===== config.mk =====
export PLATFORM = sky130hd
export DESIGN_NAME = reg_file_multiport
export DESIGN_NICKNAME = d
export VERILOG_FILES = /design/src/rtl/reg_file_multiport.sv
export SDC_FILE = /design/constraint.sdc
export NUM_CORES = 1
export LEC_CHECK = 0
export BUFFER_PORTS_ARGS = -buffer_cell sky130_fd_sc_hd__clkbuf_2
export CAP_MARGIN = 20
export CORE_MARGIN = 1.5
export CORE_UTILIZATION = 60
export CTS_CLUSTER_SIZE = 20
export DETAILED_ROUTE_END_ITERATION = 10
export GPL_TIMING_DRIVEN = 0
export PLACE_DENSITY = 0.87
export SLEW_MARGIN = 5
export SYNTH_ARGS = -nofsm -noshare
export SYNTH_HDL_FRONTEND = slang
export SYNTH_SLANG_ARGS = --single-unit

===== constraint.sdc =====
create_clock -name CLK -period 4.55 [get_ports CLK]
set_clock_uncertainty 0.15 [all_clocks]
set_input_delay 0.455 -clock CLK [delete_from_list [all_inputs] [get_ports CLK]]
set_output_delay 0.455 -clock CLK [all_outputs]
set_load 0.1 [all_outputs]

===== src/rtl/reg_file_multiport.sv =====
// Two-write / two-read register file with per-register busy (scoreboard) bits.
// Write port 2 has priority over write port 1 on the same register. A reserve
// request marks a register busy until a later write to it clears the bit. An
// optional hardwired-zero register 0 and optional same-cycle write forwarding
// to the read ports are selected by parameters.
module reg_file_multiport #(
  parameter int WIDTH     = 8,
  parameter int ADDR_BITS = 3,
  parameter int ZERO_REG  = 0,
  parameter int BYPASS    = 0
) (
  input  logic                 CLK,
  input  logic                 RESET,
  input  logic [WIDTH-1:0]     WRITEDATA1,
  input  logic [WIDTH-1:0]     WRITEDATA2,
  input  logic [ADDR_BITS-1:0] WRITEREG1,
  input  logic [ADDR_BITS-1:0] WRITEREG2,
  input  logic                 WRITEENABLE1,
  input  logic                 WRITEENABLE2,
  input  logic [ADDR_BITS-1:0] READREG1,
  input  logic [ADDR_BITS-1:0] READREG2,
  output logic [WIDTH-1:0]     REGOUT1,
  output logic [WIDTH-1:0]     REGOUT2,
  input  logic                 RESERVE,
  input  logic [ADDR_BITS-1:0] RESERVEREG,
  output logic                 BUSY1,
  output logic                 BUSY2
);

  localparam int NREG = 2 ** ADDR_BITS;

  logic [WIDTH-1:0] regs_q [NREG];
  logic [WIDTH-1:0] regs_d [NREG];
  logic [NREG-1:0]  busy_q;
  logic [NREG-1:0]  busy_d;

  // Next state: port 2 overrides port 1, reserve overrides the write's busy clear.
  always_comb begin
    regs_d = regs_q;
    busy_d = busy_q;
    for (int i = 0; i < NREG; i++) begin
      if (WRITEENABLE2 && (WRITEREG2 == ADDR_BITS'(i))) begin
        regs_d[i] = WRITEDATA2;
      end else if (WRITEENABLE1 && (WRITEREG1 == ADDR_BITS'(i))) begin
        regs_d[i] = WRITEDATA1;
      end
      if ((WRITEENABLE1 && (WRITEREG1 == ADDR_BITS'(i))) ||
          (WRITEENABLE2 && (WRITEREG2 == ADDR_BITS'(i)))) begin
        busy_d[i] = 1'b0;
      end
      if (RESERVE && (RESERVEREG == ADDR_BITS'(i))) begin
        busy_d[i] = 1'b1;
      end
    end
    // A hardwired-zero register never holds data and never becomes busy.
    if (ZERO_REG != 0) begin
      regs_d[0] = '0;
      busy_d[0] = 1'b0;
    end
  end

  // State registers; reset clears everything without waiting for a clock edge.
  always_ff @(posedge CLK or posedge RESET) begin
    if (RESET) begin
      for (int i = 0; i < NREG; i++) begin
        regs_q[i] <= '0;
      end
      busy_q <= '0;
    end else begin
      regs_q <= regs_d;
      busy_q <= busy_d;
    end
  end

  // Read port 1: stored value, optionally forwarded write data, forced 0 in reset.
  always_comb begin
    REGOUT1 = regs_q[READREG1];
    if (BYPASS != 0) begin
      if (WRITEENABLE2 && (WRITEREG2 == READREG1)) begin
        REGOUT1 = WRITEDATA2;
      end else if (WRITEENABLE1 && (WRITEREG1 == READREG1)) begin
        REGOUT1 = WRITEDATA1;
      end
    end
    if ((ZERO_REG != 0) && (READREG1 == '0)) begin
      REGOUT1 = '0;
    end
    BUSY1 = busy_q[READREG1];
    if (RESET) begin
      REGOUT1 = '0;
      BUSY1   = 1'b0;
    end
  end

  // Read port 2: same rules as read port 1.
  always_comb begin
    REGOUT2 = regs_q[READREG2];
    if (BYPASS != 0) begin
      if (WRITEENABLE2 && (WRITEREG2 == READREG2)) begin
        REGOUT2 = WRITEDATA2;
      end else if (WRITEENABLE1 && (WRITEREG1 == READREG2)) begin
        REGOUT2 = WRITEDATA1;
      end
    end
    if ((ZERO_REG != 0) && (READREG2 == '0)) begin
      REGOUT2 = '0;
    end
    BUSY2 = busy_q[READREG2];
    if (RESET) begin
      REGOUT2 = '0;
      BUSY2   = 1'b0;
    end
  end

endmodule


-- After elaboration in Yosys (flattened, before gate mapping)
Cells that the tools add are included.
- flip-flop bits (word level): 72
- bits in latches: 0
- bits in writable memories: 0
- memory bits (read-only): 0
- output and inout bits: 18
- word-level logic and storage cells: 140
- memories: 0
- add/subtract/negate cells: 0
- multipliers: 0
- divide/modulo/power cells: 0
- order comparisons: 4
- equal/unequal tests: 21
- shift-type cells: 0
- mux-type cells: 46
- bitwise gates (word level): 2
- reductions and logical operators: 51
- operator list (cell ; number):
    8-bit 2-to-1 mux ; 22
    8-bit binary-select mux with 3-bit select ; 2
    3-bit equality test (second input constant) ; 12
    2-bit nonzero test ; 16
    1-bit logical AND ; 24
    1-bit 2-to-1 mux ; 20
    3-bit by 2-bit equality test with 1-bit output (second input constant) ; 6
    3-bit by 1-bit equality test with 1-bit output (second input constant) ; 3
    3-bit logical NOT ; 3
    4-bit greater-or-equal comparator (second input constant) ; 2
    1-bit logical OR ; 8
    3-bit by 4-bit < comparator with 1-bit output (second input constant) ; 2
    3-bit NOT with 4-bit output ; 2
    1-bit binary-select mux with 3-bit select ; 2

-- Logic depth before layout (Yosys ltp)
Gate-level depths: netlist (run 1).
- word-level depth: 5
- mapped depth: 6
- gate-level depth less buffers: 3

-- Worst setup path after synthesis (run 1)
OpenSTA, ideal clock, no wires.
- path kind: input-to-output
- start: in READREG1[1]
- end: out REGOUT1[6]
- arrival: 2350 ps
- required time: 3945 ps
- slack: 1595 ps
- stages on the path: 5
- buffers on the path: 2
- cells stage by stage: buf_6 buf_12 mux4_1 mux2i_1 nor2_1
- word-level cells in the longest chain between the ends: 5
- RTL lines (item ; RTL line ; text):
    from (decl) ; 20 ; input logic [ADDR_BITS-1:0] READREG1,
    3-bit NOT with 4-bit output (implied by the code) ; 77 ; REGOUT1 = regs_q[READREG1];
    8-bit binary-select mux with 3-bit select ; 77 ;
    8-bit 2-to-1 mux (implied by the code) (2 in series) ; 77 ;
    8-bit 2-to-1 mux ; 89 ; if (RESET) begin
    to (decl) ; 22 ; output logic [WIDTH-1:0] REGOUT1,
No other way between the ends. The select of a mux whose other input is x is not followed.

-- Worst setup path in the final report (run 1)
- start: in RESET
- end: out REGOUT2[6]
- word-level cells in the longest chain between the ends: 1
- RTL lines (item ; RTL line ; text):
    from (decl) ; 13 ; input logic RESET,
    8-bit 2-to-1 mux ; 109 ; if (RESET) begin
    to (decl) ; 23 ; output logic [WIDTH-1:0] REGOUT2,
No other way between the ends.

==> metrics.csv, run 1 <==
metric;value;unit
Clock transition at path regs;80;ps
WL final;13700;microns
wire length of the first global-routing pass;20600;microns
post-synth top area share;0.376;
post-synth cell types;22;
Post-Synthesis Cells;425;
final hold violation count;0;
CTS Hold Bufs;0;
routed vias;3819;
# Post-CTS Setup Buffers;0;
Max Freq;0.363;GHz
number of max-cap violations;0;
Worst EP arrival;2150;ps
total gr overflow;0;
CTS max path bufs;2;
CORE AREA;7730;sq um
area of the die;8540;sq um
Tot Pwr;2.10;mW
Critical Path Fanout Max;10;
Syn-to-layout area delta;9.73;%
Starting DRT DRC Count;464;
gpl congestion;0.894;
post-synth net total;461;
top_reg_cell synth;dfrtp_1;
crit path cell chain;clkbuf_1, clkbuf_1, nor2_1, clkbuf_2;
cell at the slowest stage of the critical path;clkbuf_1;
Synth Area per Inst;11.3;sq um
# rows;32;
Pleak;2.43;nW
initial antenna violation count;0;
placed inst area;5080;sq um
#FFs+latches synth;72;
RSZ-0062 raised after global routing;no;
# H-tree levels;3;
Post-synth ARST share;1.00;
Total GRT Usage;0.334;
post-synthesis sequential area ratio;0.376;
vias in the first global route;3772;
status;finished clean;
Pwr Density;399;nW/um^2
chip height;92.4;microns
Worst VDD drop;0.191;mV
# nets final;499;
# resized after CTS;0;
Final Max Slew Viols;0;
Antenna Nets Post-Route;0;
Max-slew headroom;0.503;
DRC Markers;0;
top area cells in the synthesized netlist;dfrtp_1, mux4_1, mux2i_1;
crit start category;primary input;
CTS tree;yes;
clock buffer count from CTS;9;
pin count of the biggest net entering global routing;39;
Yosys top cell by area;dfrtp_1;
Hold WC Path Type;in2reg;
Cells after DPL;554;
Setup TNS;0;ps
worst-margin pin slew;746;ps
Crit. Startpoint;RESET;
most common library cell in the layout ignoring fill and taps;mux2i_1;
port bufs;26;
Worst path max stage delay;630;ps
Post-Layout Inst Area;5260;sq um
Post-synth EDFFs;0;
Diodes inserted;0;
reg2reg start;regs_q[3];
commonest cells after routing, fill and taps aside;mux2i_1, dfrtp_1, nor2_1, o21ai_0, mux4_1;
fraction of layout cells with a size suffix above 1;0.176;
Setup CP Type;in2out;
Wirelength per Cell;24.1;microns
Setup Viol. Count Final;0;
most frequent CP cell;clkbuf_1;
I/O pin cnt;54;
# clock sinks;72;
Worst-Skew Late Latency;350;ps
Tmin final;2750;ps
Crit. End Element;primary output;
CTS Root Cell;clkbuf_8;
Worst Hold Launch;RESERVEREG[0];
die width;92.4;microns
final cycle utilization of the critical path;0.605;
non-filler instance count after layout;569;
final HPWL from detailed placement;8710;microns
Hold Worst Slack;211;ps
worst path required time;3940;ps
drt via density;6.71;
Synth Cell Area;4800;sq um
Ys Warns;0;
initial core utilization;0.621;
TritonRoute pass-1 iters;6;
per-stage QoR:
stage / util / setup slack [ps]
after floorplan: - / 1590
after global placement: 0.654 / 586
after detailed placement: 0.657 / 1850
after CTS: 0.681 / 1870
after global routing: 0.681 / 1770
final: 0.681 / 1800
power breakdown:
group          switching (mW)  internal [mW]
clock network           0.245          0.263
logic                   0.434          0.277
registers               0.102          0.779
area by class of cell:
type,count,area [sq um]
inverters,3,13.8
clock inverters,4,45.0
multi-input cells,299,2670
plain buffers,51,309
clock buffers,11,141
repair buffers,27,150
flip-flops and latches,72,1800
well taps,102,128
fillers,563,2460
worst paths after layout:
path                                   end  slack [ps]  depth (start not counted)
worst max-delay path            REGOUT2[6]        1800                          4
worst min-delay path             busy_q[4]         210                          2
worst max register to register   regs_q[3]        3570                          2
worst min register to register   busy_q[5]         390                          2
max in group asynchronous       regs_q[29]        2990                          4
min in group asynchronous       regs_q[17]         700                          3
flip-flops by register name, indices dropped and copies added (netlist names):
name,count
regs_q,64
busy_q,8
worst max-delay path, delay by kind of cell:
family,cells,cell delay [ps]
simple gates,1,180
buf+inv,3,1490
cell usage after synthesis, types with 4 or more instances:
master,instances
a21oi_1,32
o32ai_1,4
buf_2,20
nand2_1,34
o21ai_0,36
mux2i_1,82
nand2b_1,5
buf_4,12
clkbuf_1,15
nor2_1,50
mux4_1,36
nand3_1,4
nand4b_1,6
dfrtp_1,72
logic make-up after synthesis:
logic type,Yosys count,synth area share
muxes,118,0.368
DFF,72,0.376
and+or+nand+nor,109,0.111
buffers and inverters,54,0.0668
AOI/OAI and AO/OA,72,0.0783
layer usage:
metal | track usage | part of all wire | vias to the layer above
met5 | 0 | 0 | -
met4 | 0.128 | 0.029 | 0
met3 | 0.0542 | 0.085 | 45
met2 | 0.563 | 0.50 | 220
met1 | 0.433 | 0.39 | 1897
li1 | - | - | 1657
Note: power is estimated with default switching activity, not from simulation.
==> inputs of run 2 (changes only) <==
--- a/config.mk
+++ b/config.mk
@@ -8,11 +8,11 @@
 export BUFFER_PORTS_ARGS = -buffer_cell sky130_fd_sc_hd__clkbuf_2
 export CAP_MARGIN = 20
 export CORE_MARGIN = 1.5
-export CORE_UTILIZATION = 60
+export CORE_UTILIZATION = 59
 export CTS_CLUSTER_SIZE = 20
 export DETAILED_ROUTE_END_ITERATION = 10
 export GPL_TIMING_DRIVEN = 0
-export PLACE_DENSITY = 0.87
+export PLACE_DENSITY = 0.86
 export SLEW_MARGIN = 5
 export SYNTH_ARGS = -nofsm -noshare
 export SYNTH_HDL_FRONTEND = slang
==> constraint.sdc (replaced) <==
create_clock -name CLK -period 2.7 [get_ports CLK]
set_clock_uncertainty 0.15 [all_clocks]
set_input_delay 0.27 -clock CLK [delete_from_list [all_inputs] [get_ports CLK]]
set_output_delay 0.27 -clock CLK [all_outputs]
set_load 0.1 [all_outputs]
==> metrics.csv, run 2 (same netlist as run 1, synthesis figures left out) <==
metric;value;unit
CP Buf/Inv Count;1;
# Post-CTS Setup Buffers;0;
CTS Root Cell;clkbuf_8;
Pwr Density;726;nW/um^2
clock buffer count from CTS;9;
CTS tree;yes;
Diodes inserted;0;
vias in the first global route;4003;
Syn-to-layout area delta;11.6;%
status;finished clean;
Top delay family on crit path;multiplexers;
crit path cell chain;mux4_1, mux2i_1, nor2_1, clkbuf_2;
# nets final;499;
# H-tree levels;3;
Tmin final;2420;ps
die width;93.2;microns
routed vias;4046;
fraction of layout cells with a size suffix above 1;0.179;
drt via density;7.10;
Worst VDD drop;0.404;mV
pin count of the biggest net entering global routing;55;
Wirelength per Cell;25.3;microns
most common library cell in the layout ignoring fill and taps;mux2i_1;
TritonRoute pass-1 iters;5;
commonest cells after routing, fill and taps aside;mux2i_1, dfrtp_1, nor2_1, o21ai_0, mux4_1;
Clock transition at path regs;70;ps
Biggest register;regs_q;
Final Max Slew Viols;0;
final HPWL from detailed placement;9140;microns
I/O pin cnt;54;
# clock sinks;72;
initial antenna violation count;0;
# rows;32;
CORE AREA;7810;sq um
Pleak;2.47;nW
Critical Path Fanout Max;3;
number of flip-flops under the largest register name;64;
worst path required time;2280;ps
# resized after CTS;0;
wire length of the first global-routing pass;21600;microns
Max-slew headroom;0.528;
biggest regs;regs_q x64, busy_q x8;
Setup CP Type;reg2out;
initial core utilization;0.614;
filler cell count;544;
CTS max path bufs;2;
CTS Hold Bufs;0;
crit start category;flop;
RSZ-0062 raised after global routing;no;
final cycle utilization of the critical path;0.898;
Worst EP arrival;2000;ps
Worst-Skew Late Latency;360;ps
Setup TNS;0;ps
Hold WC Path Type;in2reg;
Max Freq;0.413;GHz
Worst path max stage delay;540;ps
total gr overflow;0;
Starting DRT DRC Count;572;
final hold violation count;0;
Total GRT Usage;0.344;
gpl congestion;0.891;
worst-margin pin slew;708;ps
area of the die;8680;sq um
cell at the slowest stage of the critical path;mux4_1;
port bufs;26;
Setup Viol. Count Final;0;
Util after Layout;0.685;
Crit. End Element;primary output;
chip height;93.2;microns
DRC Markers;0;
final worst setup slack;276;ps
WL final;14400;microns
non-filler instance count after layout;570;
dpl ws;374;ps
Cells after DPL;554;
Antenna Nets Post-Route;0;
number of max-cap violations;0;
[run 2: report_power, final]
part	internal, mW	switching (mW)	leakage, nW
clock network	0.729	0.432	0.136
logic	0.468	0.748	1.48
registers	1.31	0.193	0.853
total	2.51	1.37	2.47
[run 2: path summary, 6_finish.rpt]
check | startpoint | endpoint | slack [ps] | cells past startpoint
setup / recovery | regs_q[38] | REGOUT1[6] | 280 | 4
hold / removal | RESERVEREG[1] | busy_q[0] | 10 | 2
setup reg to reg | regs_q[31] | regs_q[31] | 1660 | 2
hold reg to reg | busy_q[7] | busy_q[7] | 370 | 2
max in group asynchronous | RESET | regs_q[27] | 1520 | 4
min in group asynchronous | RESET | regs_q[17] | 310 | 3
[run 2: layout make-up]
cell class	instances	area, sq um	area share
inverter	3	13.8	0.00257
multi-input combinational	299	2670	0.500
tap	102	128	0.0238
buffer	51	309	0.0578
clock buffer	10	138	0.0257
sequential	72	1800	0.337
timing repair buffer	27	158	0.0295
clock inverter	6	130	0.0243
[run 2: layer usage]
metal,vias up,global-route usage,wire length (microns)
li1,1657,-,-
met1,1949,0.425,5100
met2,359,0.543,6900
met3,81,0.0813,1650
met4,0,0.225,794
met5,-,0,0
[run 2: worst reg2reg max path: cells and delay by family (launching register included)]
family	cells	cell delay [ps]
flip-flops	1	440
multiplexers	1	230
AO/OA/AOI/OAI	1	110
[run 2: through the flow]
stage	total power [mW]	hold WS [ps]	instance area [sq um]
2_1_floorplan	2.42	230	4800
3_3_place_gp	2.62	351	5050
3_5_place_dp	2.70	353	5080
4_1_cts	3.85	2.72	5350
5_1_grt	3.99	35.4	5350
6_report	3.88	12.0	5350
==> inputs of run 3 (changes only) <==
--- a/config.mk
+++ b/config.mk
@@ -5,14 +5,15 @@
 export SDC_FILE = /design/constraint.sdc
 export NUM_CORES = 1
 export LEC_CHECK = 0
+export ABC_AREA = 1
 export BUFFER_PORTS_ARGS = -buffer_cell sky130_fd_sc_hd__clkbuf_2
 export CAP_MARGIN = 20
 export CORE_MARGIN = 1.5
-export CORE_UTILIZATION = 59
+export CORE_UTILIZATION = 60
 export CTS_CLUSTER_SIZE = 20
 export DETAILED_ROUTE_END_ITERATION = 10
 export GPL_TIMING_DRIVEN = 0
-export PLACE_DENSITY = 0.86
+export PLACE_DENSITY = 0.87
 export SLEW_MARGIN = 5
 export SYNTH_ARGS = -nofsm -noshare
 export SYNTH_HDL_FRONTEND = slang
==> metrics.csv, run 3 <==
metric;value;unit
most instantiated cells after synthesis;nand2_1, nand3_1, inv_1, dfrtp_1, nor2_1;
Pwr Density;617;nW/um^2
Diodes inserted;0;
top area cells in the synthesized netlist;dfrtp_1, nand2_1, nand3_1;
DRC Markers;0;
total gr overflow;0;
Critical Path Fanout Max;10;
post-synth cell types;25;
I/O pin cnt;54;
Setup CP Type;in2out;
gpl congestion;1.01;
Worst VDD drop;0.446;mV
TritonRoute pass-1 iters;6;
Post-synth ARST share;1.00;
Max-slew headroom;0.575;
Flop pwr share;0.389;
number of max-cap violations;0;
Crit. Startpoint;READREG2[0];
#FFs+latches synth;72;
commonest cells after routing, fill and taps aside;nand2_1, nand3_1, inv_1, dfrtp_1;
Max Freq;0.420;GHz
final hold violation count;0;
CTS max path bufs;2;
Synth Cell Area;5190;sq um
Yosys top cell by area;dfrtp_1;
chip height;96.0;microns
Clk pwr share;0.245;
Final Max Slew Viols;0;
biggest regs;regs_q x64, busy_q x8;
Setup Viol. Count Final;0;
Wirelength per Cell;18.3;microns
Post-Layout Inst Area;5830;sq um
wire length of the first global-routing pass;28300;microns
# nets final;943;
vias in the first global route;5535;
worst-margin pin slew;635;ps
initial antenna violation count;0;
top-count cell post-synth;nand2_1;
port bufs;47;
Internal Power;2.08;mW
# rows;33;
Hold WC Path Type;in2reg;
reg2reg start;regs_q[24];
Top delay family on crit path;buffers and inverters;
Pleak;3.17;nW
Crit. End Element;primary output;
CTS Root Cell;clkbuf_8;
Worst path max stage delay;490;ps
worst path required time;2280;ps
final cycle utilization of the critical path;0.881;
# resized after CTS;0;
# H-tree levels;3;
post-synth top area share;0.347;
Worst-Skew Late Latency;350;ps
drt via density;5.99;
Gate power share;0.367;
top_reg_cell synth;dfrtp_1;
CTS tree;yes;
filler cell count;722;
CP Buf/Inv Count;3;
most frequent CP cell;nand2_1;
die width;96.0;microns
Worst Hold Launch;WRITEDATA2[3];
fraction of layout cells with a size suffix above 1;0.135;
initial core utilization;0.626;
Tmin final;2380;ps
routed vias;6087;
WL final;18600;microns
pin count of the biggest net entering global routing;82;
CORE AREA;8300;sq um
most common library cell in the layout ignoring fill and taps;nand2_1;
Post-synth EDFFs;0;
# clock sinks;72;
Total GRT Usage;0.421;
crit start category;primary input;
placed inst area;5590;sq um
RSZ-0062 raised after global routing;no;
final HPWL from detailed placement;13800;microns
Worst EP arrival;1960;ps
Antenna Nets Post-Route;0;
crit path cell chain;buf_2, clkbuf_1, nand2_1, nand3_1, nand2_1, nor2_1, nor2_2, clkbuf_2;
number of flip-flops under the largest register name;64;
Post-Synthesis Cells;846;
switching power;1.51;mW
Syn-to-layout area delta;12.2;%
switching share of power;0.420;
Ys Warns;0;
Setup TNS;0;ps
Biggest register;regs_q;
Clock transition at path regs;90;ps
Starting DRT DRC Count;663;
status;finished clean;
Multi-input gate area;2790;sq um
register area;1800;sq um
post-synth net total;882;
Synth Area per Inst;6.14;sq um
post-synthesis sequential area ratio;0.347;
cell at the slowest stage of the critical path;clkbuf_1;
clock buffer count from CTS;9;
area of the die;9220;sq um
[run 3: cell types whose count changed in the layout (fill, tap and decap cells not counted), sizes merged, moves of 11 or more]
| cell | before | now |
|---|---|---|
| a21oi | 32 | 2 |
| buf | 37 | 22 |
| clkbuf | 51 | 67 |
| inv | 3 | 116 |
| mux2i | 82 | 0 |
| mux4 | 36 | 0 |
| nand2 | 34 | 334 |
| nand3 | 4 | 170 |
| nor2 | 50 | 61 |
[run 3: power by group through the flow]
stage	clock, mW	sequential (mW)	combinational [mW]
floorplan	0	1.38	0.930
global placement	0	1.40	1.23
detailed placement	0	1.41	1.26
CTS	0.870	1.39	1.27
global route	0.905	1.42	1.42
finish	0.881	1.40	1.32
[run 3: kinds of logic after synthesis]
family,Yosys count,share of synthesized area
AND/OR/NAND/NOR,567,0.468
buffers and inverters,149,0.120
flip-flops,72,0.347
AO/OA/AOI/OAI,58,0.0650
[run 3: path summary, 6_finish.rpt]
path / to / slack (ps) / cells past startpoint
setup / recovery: REGOUT2[2] / 320 / 8
min in group asynchronous: regs_q[45] / 150 / 4
max in group asynchronous: busy_q[2] / 1620 / 4
setup reg to reg: regs_q[24] / 1750 / 2
hold reg to reg: regs_q[22] / 340 / 2
hold / removal: regs_q[59] / 30 / 3
[run 3: metal layers]
| layer | track usage | share of wire |
|---|---|---|
| met1 | 0.538 | 0.39 |
| met2 | 0.656 | 0.44 |
| met3 | 0.104 | 0.12 |
| met4 | 0.223 | 0.048 |
| met5 | 0 | 0 |
[run 3: cell type report]
type	count	share of cell area
Buffer	31	0.0318
Clock buffer	10	0.0236
Clock inverter	5	0.00966
Inverter	118	0.0760
Multi-Input combinational cell	625	0.479
Sequential cell	72	0.309
Tap cell	105	0.0225
Timing Repair Buffer	50	0.0485
[run 3: metrics by stage]
stage	cells	utilization	hold WS (ps)	total power, mW	setup slack [ps]
after floorplan	846	-	253	2.31	75.8
final	1016	0.702	29.8	3.59	322
after global placement	998	0.673	320	2.63	121
after CTS	1013	0.697	26.8	3.53	68.6
after detailed placement	998	0.673	322	2.67	70.4
after global routing	1016	0.702	46.7	3.74	288
[run 3: what timing repair did]
action / 4_1_cts / 5_1_grt
buffers inserted: 0 / 0
endpoints found under the setup margin: 0 / 0
hold buffers: 0 / 2
endpoints found under the hold margin: 0 / 6
[run 3: worst min-delay path, stage by stage]
cell and delay (ps):
clkbuf_2 110, nand2_1 50, nand3_1 70
